### config.mk
export PLATFORM = sky130hd
export DESIGN_NAME = store_narrow_unit
export DESIGN_NICKNAME = d
export VERILOG_FILES = /design/src/rtl/store_narrow_unit_pkg.sv /design/src/rtl/store_lane_gen.sv /design/src/rtl/store_narrow_unit.sv
export SDC_FILE = /design/constraint.sdc
export NUM_CORES = 1
export LEC_CHECK = 0
export ABC_CLOCK_PERIOD_IN_PS = 1900
export BUFFER_PORTS_ARGS = -buffer_cell sky130_fd_sc_hd__buf_4
export CAP_MARGIN = 5
export CORE_MARGIN = 3
export CORE_UTILIZATION = 54
export DETAILED_ROUTE_END_ITERATION = 10
export PLACE_DENSITY = 0.88
export SLEW_MARGIN = 10
export SYNTH_ARGS = -nofsm -noshare
export SYNTH_HDL_FRONTEND = slang
export SYNTH_SLANG_ARGS = --single-unit
### constraint.sdc
create_clock -name clk -period 1.9 [get_ports clk]
set_clock_uncertainty 0.15 [all_clocks]
set_input_delay 0.285 -clock clk [delete_from_list [all_inputs] [get_ports clk]]
set_output_delay 0.285 -clock clk [all_outputs]
set_load 0.03 [all_outputs]
### src/rtl/store_narrow_unit_pkg.sv
// Shared encodings for the store narrowing path: op codes and byte-lane masks.
// Optional SWL/SWR support is controlled by STORE_NARROW_SWLR_EN (see store_lane_gen).
package store_narrow_unit_pkg;

  typedef enum logic [2:0] {
    ST_SB  = 3'd0,
    ST_SH  = 3'd1,
    ST_SW  = 3'd2,
    ST_SWL = 3'd3,
    ST_SWR = 3'd4
  } st_op_e;

  localparam logic [3:0] BE_BYTE0   = 4'b0001;
  localparam logic [3:0] BE_BYTE1   = 4'b0010;
  localparam logic [3:0] BE_BYTE2   = 4'b0100;
  localparam logic [3:0] BE_BYTE3   = 4'b1000;
  localparam logic [3:0] BE_HALF_LO = 4'b0011;
  localparam logic [3:0] BE_HALF_HI = 4'b1100;
  localparam logic [3:0] BE_WORD    = 4'b1111;

endpackage

### src/rtl/store_lane_gen.sv
// Combinational lane placement for stores: write data, byte enables, misalignment.
// SWL/SWR shifting exists only when STORE_NARROW_SWLR_EN is defined; otherwise ops 3/4 yield be=0.
module store_lane_gen
  import store_narrow_unit_pkg::*;
#(
  parameter int BIG_ENDIAN = 0
) (
  input  logic [2:0]  op,
  input  logic [1:0]  off,
  input  logic [31:0] data,
  output logic [31:0] wdata,
  output logic [3:0]  be,
  output logic        misaligned
);

  logic [1:0] lane;
  assign lane = (BIG_ENDIAN != 0) ? (2'd3 - off) : off;

`ifdef STORE_NARROW_SWLR_EN
  logic [4:0] sh_l;
  logic [4:0] sh_r;
  // Expressed in lane terms both endiannesses share one formula:
  // SWL fills lanes 0..lane with rt's top bytes, SWR fills lane..3 with rt's low bytes.
  assign sh_l = {(2'd3 - lane), 3'b000};
  assign sh_r = {lane, 3'b000};
`endif

  always_comb begin
    wdata      = '0;
    be         = '0;
    misaligned = 1'b0;
    case (op)
      ST_SB: begin
        wdata = {4{data[7:0]}};
        be    = BE_BYTE0 << lane;
      end
      ST_SH: begin
        wdata      = {2{data[15:0]}};
        misaligned = off[0];
        be         = (off[1] ^ (BIG_ENDIAN != 0)) ? BE_HALF_HI : BE_HALF_LO;
      end
      ST_SW: begin
        wdata      = data;
        misaligned = (off != 2'd0);
        be         = BE_WORD;
      end
`ifdef STORE_NARROW_SWLR_EN
      ST_SWL: begin
        wdata = data >> sh_l;
        be    = BE_WORD >> (2'd3 - lane);
      end
      ST_SWR: begin
        wdata = data << sh_r;
        be    = BE_WORD << lane;
      end
`endif
      default: ;
    endcase
  end

endmodule

### src/rtl/store_narrow_unit.sv
// Store narrowing unit: lane generation, registered memory-write port with a one-entry skid.
// Build option STORE_NARROW_SWLR_EN enables SWL/SWR in the lane generator.
module store_narrow_unit
  import store_narrow_unit_pkg::*;
#(
  parameter int BIG_ENDIAN = 0,
  parameter int ADDR_W     = 32
) (
  input  logic              clk,
  input  logic              reset,
  input  logic              req_valid,
  output logic              req_ready,
  input  logic [2:0]        req_op,
  input  logic [ADDR_W-1:0] req_addr,
  input  logic [31:0]       req_data,
  output logic              mem_valid,
  input  logic              mem_ready,
  output logic [ADDR_W-1:0] mem_addr,
  output logic [31:0]       mem_wdata,
  output logic [3:0]        mem_be,
  output logic              exc_valid,
  output logic [ADDR_W-1:0] exc_badvaddr
);

  logic [31:0]       lg_wdata;
  logic [3:0]        lg_be;
  logic              lg_mis;
  logic              skid_full;
  logic [ADDR_W-1:0] skid_addr;
  logic [31:0]       skid_wdata;
  logic [3:0]        skid_be;
  logic              accept;
  logic              wr;
  logic              out_free;
  logic [ADDR_W-1:0] word_addr;

  store_lane_gen #(.BIG_ENDIAN(BIG_ENDIAN)) u_lane_gen (
    .op         (req_op),
    .off        (req_addr[1:0]),
    .data       (req_data),
    .wdata      (lg_wdata),
    .be         (lg_be),
    .misaligned (lg_mis)
  );

  assign req_ready = !skid_full;
  assign accept    = req_valid && req_ready;
  // Reserved ops come out of the lane generator with no enables, so they drop here.
  assign wr        = accept && !lg_mis && (lg_be != 4'b0000);
  assign out_free  = !mem_valid || mem_ready;
  assign word_addr = {req_addr[ADDR_W-1:2], 2'b00};

  always_ff @(posedge clk) begin
    if (reset) begin
      mem_valid    <= 1'b0;
      mem_addr     <= '0;
      mem_wdata    <= '0;
      mem_be       <= '0;
      exc_valid    <= 1'b0;
      exc_badvaddr <= '0;
      skid_full    <= 1'b0;
      skid_addr    <= '0;
      skid_wdata   <= '0;
      skid_be      <= '0;
    end else begin
      exc_valid <= accept && lg_mis;
      if (accept && lg_mis) exc_badvaddr <= req_addr;

      if (out_free) begin
        // Skid is only ever full while the output is stalled, so no accept races it.
        if (skid_full) begin
          mem_valid <= 1'b1;
          mem_addr  <= skid_addr;
          mem_wdata <= skid_wdata;
          mem_be    <= skid_be;
          skid_full <= 1'b0;
        end else if (wr) begin
          mem_valid <= 1'b1;
          mem_addr  <= word_addr;
          mem_wdata <= lg_wdata;
          mem_be    <= lg_be;
        end else begin
          mem_valid <= 1'b0;
        end
      end else if (wr) begin
        skid_full  <= 1'b1;
        skid_addr  <= word_addr;
        skid_wdata <= lg_wdata;
        skid_be    <= lg_be;
      end
    end
  end

endmodule

# Word level (Yosys, flattened, before mapping)
# Index checks and enable logic that the tools add are counted.
dict set report totals {
  elab_cells 41
  out_inout_bits 103
  latch_bits 0
  ram_bits 0
  mem_count 0
  ff_bits 169
  rom_bits 0
}
dict set report op_classes {
  n_mul 0
  muxes 12
  shift 1
  eq_ne 2
  n_div 0
  add_sub_neg 0
  reduce_logical 15
  n_bitwise 1
  n_lt_le_gt_ge 0
}
# operator n
set ops {}
lappend ops {{two-way mux 32 bit} 4}
lappend ops {{case mux 32 bit (3 select lines)} 1}
lappend ops {{two-way mux 4 bit} 3}
lappend ops {{case mux 4 bit (3 select lines)} 1}
lappend ops {{logical AND 1 bit} 4}
lappend ops {{AND reduction 2 bit} 2}
lappend ops {{nonzero test 2 bit} 2}
lappend ops {{nonzero test 4 bit} 1}
lappend ops {{left shift 1 x 2 -> 4 bit, first input constant} 1}
lappend ops {{== test 3 x 1 -> 1 bit, second input constant} 1}
lappend ops {{== test 3 x 2 -> 1 bit, second input constant} 1}
lappend ops {{zero test 1 bit} 3}
lappend ops {{zero test 3 bit} 1}
lappend ops {{two-way mux 1 bit} 2}
lappend ops {{case mux 1 bit (2 select lines)} 1}
lappend ops {{OR reduction 2 bit} 1}
lappend ops {{logical OR 1 bit} 1}
lappend ops {{inverter 1 bit} 1}

# Depth between registers and ports, before layout
dict set report logic_depth {
  ltp_word 7
  depth_mapped 7
  ltp_nobuf 4
}

# Modules after synthesis
# A second synthesis with hierarchy kept.
dict set report hier_totals {
  hier_cells 848
  area_unflattened_um2 7250.7
}
# module instances cells_per_inst seq_area_each_um2 area_per_inst_um2
set modules_own_cells {}
lappend modules_own_cells {store_narrow_unit 1 747 3343.2 6697.7}
lappend modules_own_cells {store_lane_gen 1 101 0.0 553.0}

# Least setup slack after synthesis
# No wires, ideal clock.
dict set report synth_path {
  path_kind {flip-flop to flip-flop}
  start {register mem_valid}
  end {register skid_wdata[14]}
  arrival_time_ns 1.624
  setup_ns 0.132
  slack_ns -0.006
  synth_period_minus_slack_ns 1.906
  stages_incl_launch_ff 7
  t_required_ns 1.618
  cell_sequence {dfxtp_1 > nor2b_1 > o211ai_1 > buf_2 > clkbuf_1 > a211oi_1 > nor3_1}
}
dict set report synth_between {
  elab_chain_cells 4
}
# item line
set synth_rtl {}
lappend synth_rtl {{start: declaration} store_narrow_unit.sv:16} ;# output logic mem_valid,
lappend synth_rtl {{start signal: assignment} store_narrow_unit.sv:55} ;# mem_valid <= 1'b0;
lappend synth_rtl {{start signal: assignment} store_narrow_unit.sv:72} ;# mem_valid <= 1'b1;
lappend synth_rtl {{start signal: assignment} store_narrow_unit.sv:78} ;# mem_valid <= 1'b1;
lappend synth_rtl {{zero test 1 bit} store_narrow_unit.sv:50} ;# assign out_free = !mem_valid || mem_ready;
lappend synth_rtl {{logical OR 1 bit} store_narrow_unit.sv:50}
lappend synth_rtl {{inverter 1 bit (no source line)} -}
lappend synth_rtl {{AND reduction 2 bit (no source line)} -}
lappend synth_rtl {{end signal: assignment} store_narrow_unit.sv:88} ;# skid_wdata <= lg_wdata;
lappend synth_rtl {{end: declaration} store_narrow_unit.sv:30} ;# logic [31:0] skid_wdata;
# No other way between the ends.
# A chain may end at the register's enable or synchronous reset.

# Final worst setup path
dict set report layout_path {
  start {register skid_full}
  end {register mem_addr[17]}
}
dict set report layout_between {
  elab_chain_cells 6
  elab_cells_between_ends 7
}
# item line
set layout_rtl {}
lappend layout_rtl {{start: declaration} store_narrow_unit.sv:28} ;# logic skid_full;
lappend layout_rtl {{start signal: assignment} store_narrow_unit.sv:61} ;# skid_full <= 1'b0;
lappend layout_rtl {{start signal: assignment} store_narrow_unit.sv:76} ;# skid_full <= 1'b0;
lappend layout_rtl {{start signal: assignment} store_narrow_unit.sv:86} ;# skid_full <= 1'b1;
lappend layout_rtl {{zero test 1 bit} store_narrow_unit.sv:46} ;# assign req_ready = !skid_full;
lappend layout_rtl {{logical AND 1 bit} store_narrow_unit.sv:47} ;# assign accept = req_valid && req_ready;
lappend layout_rtl {{logical AND 1 bit (2 in series)} store_narrow_unit.sv:49} ;# assign wr = accept && !lg_mis && (lg_be != 4'b0000);
lappend layout_rtl {{nonzero test 2 bit (no source line)} -}
lappend layout_rtl {{AND reduction 2 bit (no source line)} -}
lappend layout_rtl {{end signal: assignment} store_narrow_unit.sv:73} ;# mem_addr <= skid_addr;
lappend layout_rtl {{end signal: assignment} store_narrow_unit.sv:79} ;# mem_addr <= word_addr;
lappend layout_rtl {{end: declaration} store_narrow_unit.sv:18} ;# output logic [ADDR_W-1:0] mem_addr,
# Several ways; a longest one is shown, not always the timed one.

==> results.ini <==
[timing]
finalWorstSetupSlack_ns = 0.0879
worst_pin_slew_ns = 0.732
slew_violations = 0
finalHoldViolations = 0
finalSetupViolations = 0
fmax_mhz = 552
slew_headroom_pct = 51.1
whs_ns = 0.0152
setup_tns_ns = 0
fin_crit_sh_pct = 95.4
fin_crit_ns = 1.81

[pwr]
comb_power_share_pct = 15.0
p_int_mw = 5.83
power_switching_mw = 2.18
clock_power_share_pct = 39.4
seq_power_share_pct = 45.7
pwr_density_cell_mw_per_mm2 = 807
ir_drop_mv = 0.658
switching_share_pct = 27.2
p_leak_nw = 3.86

[final_layout]
register_area_mm2 = 0.00335
n_fill_cell = 927
layout_commonest_cell = buf_4
layout-drive-gt1-share_pct = 28.3
final_util_pct = 74.3
antennaDiodeCount = 0
areaGrowthSynthToFinish_pct = 33.2
multi_input_area_mm2 = 0.00373
finish.net_count = 1089
layout_common_cells = 202 x buf_4, 166 x dfxtp_1, 143 x nand2_1

[synth]
synth_area_mm2 = 0.00744
yosysSeqAreaShare_pct = 44.9
async_flop_share_pct = 0
syn_inst = 833
synth.avg_cell_area_um2 = 8.93
synth_enable_flop_cells = 0
yosysWarnings = 0
synth_area_leaders = dfxtp_1 45%, mux2i_1 9.4%, nand2_1 7.2%, a21oi_1 6.8%, a211oi_1 3.5%
synthFlopType = dfxtp_1
synth_area_leader_cell = dfxtp_1
yosysTopAreaCellShare_pct = 44.9
ys_ff_latch = 167
yosysUniqueCellTypes = 54

[placement]
dp_slack_ns = -0.391
portBuffers = 171
gp_congestion = 0.865
hpwl_um = 13800

[floorplanning]
die_h_um = 123
core_mm2 = 0.0133
dieArea_mm2 = 0.0152
ios = 174
std_cell_rows = 42
start_util_pct = 55.8
die_w_um = 123

[drt]
drtIter0Drc = 648
vias = 7098
firstDrtPassIters = 5
drc = 0
drt-total-wl_um = 21900
via_per_inst = 5.89
wl_per_cell_um = 18.1
ant_nets = 0

[global_route]
grt_start_max_net_pins = 51
grt_util_met2_pct = 47.2
busiest_layer = met2
first_global_vias = 6893
track_usage_pct = 28.5
antenna_found_initial = 0
grt_first_pass_wirelength_um = 34300
grt_use_met3_pct = 6.59
gr-total-overflow = 0
grtUsageMet1_pct = 35.6

[clocking]
cts.sinks = 167
clk_path_buf_depth = 2
cts_buffers = 17
htreeDepth = 4
clkTransAtPathRegs_ns = 0.06
cts_root_buffer = clkbuf_16
insertion_delay_ns = 0.42
cts_tree = done

[setup_path]
timing.rr.start = skid_full
cp.required_ns = 2.02
path_max_fanout = 39
critPathKind = reg2reg
crit_start = skid_full
crit_path_end_kind = register
critPathArrivalTime_ns = 1.93
cp-start-kind = register

[worst_hold_path]
worstHoldStart = req_data[25]
worstHoldPathType = in2reg

[job]
cap_violations = 0

[outcome]
outcome = completed

critical path: stages, from the launching register on:
cell	delay [ns]
dfxtp_4	0.39
buf_4	0.17
a221o_2	0.39
buf_12	0.21
a21oi_1	0.24
a211oi_2	0.08
kinds of logic after synthesis:
| kind of cell | after synthesis | share of synthesized area [%] |
|---|---|---|
| and+or+nand+nor | 255 | 15.3 |
| muxes | 70 | 9.41 |
| buffers and inverters | 85 | 5.60 |
| xor gates and xnor gates | 1 | 0.118 |
| AOI/OAI and AO/OA | 254 | 24.6 |
| DFF | 167 | 44.9 |
| other | 1 | 0.0504 |
power groups by stage:
stage	sequential, mW	clock (mW)	combinational, mW
4_1_cts	3.65	3.18	1.18
6_report	3.65	3.15	1.20
2_1_floorplan	3.90	0	0.482
5_1_grt	3.66	3.34	1.28
3_5_place_dp	3.73	0	1.12
3_3_place_gp	3.73	0	1.09
metrics by stage:
step / power, mW / cells / instance area (um^2)
detailed placement: 4.85 / 1141 / 9020
global placement: 4.82 / 1141 / 9020
CTS: 8.01 / 1204 / 9870
finish: 8.00 / 1206 / 9920
global route: 8.27 / 1206 / 9920
floorplan: 4.38 / 834 / 7450
state kept, by name, indices dropped and copies added, names as in the netlist:
signal and cells:
skid_full 1, mem_wdata 32, mem_be 4, mem_valid 1
skid_wdata 32, exc_badvaddr 32, skid_be 4, mem_addr 30
skid_addr 30, exc_valid 1
layout make-up:
class,count,area share [%]
inverter,3,0.114
timing repair buffer,246,20.9
sequential,167,33.8
clock inverter,10,0.732
multi-input combinational,583,37.7
clock buffer,21,4.64
tap,176,2.22
cells in the mapped netlist (11+ instances only):
| cell | n |
|---|---|
| nor3_1 | 18 |
| nor2_1 | 34 |
| buf_2 | 24 |
| a21o_1 | 18 |
| o22ai_1 | 16 |
| dfxtp_1 | 167 |
| a211oi_1 | 35 |
| a211oi_2 | 20 |
| a21oi_1 | 101 |
| nor2b_1 | 19 |
| clkbuf_1 | 44 |
| o21ai_0 | 11 |
| nand2_1 | 143 |
| mux2i_1 | 70 |
worst paths after layout:
check | to | slack (ns) | cells after the start
max | mem_addr[17] | 0.09 | 5
min reg2reg | skid_addr[2] | 0.31 | 2
min | skid_wdata[25] | 0.02 | 3
max reg2reg | mem_addr[17] | 0.09 | 5
metal layers:
metal | vias up | part of all wire (%) | wire [um]
li1 | 3332 | - | -
met1 | 3382 | 41 | 9080
met2 | 326 | 49 | 10600
met3 | 58 | 7.1 | 1550
met4 | 0 | 2.8 | 612
met5 | - | 0 | 0
timing repair:
action	CTS	global route
gates cloned	1	0
endpoints found under the hold margin	51	0
resized for setup	1	6
hold buffers	31	0
pin swaps	0	1
setup endpoints to repair	37	41
setup buffers	0	2
No activity file was read; power rests on OpenSTA's default activity.
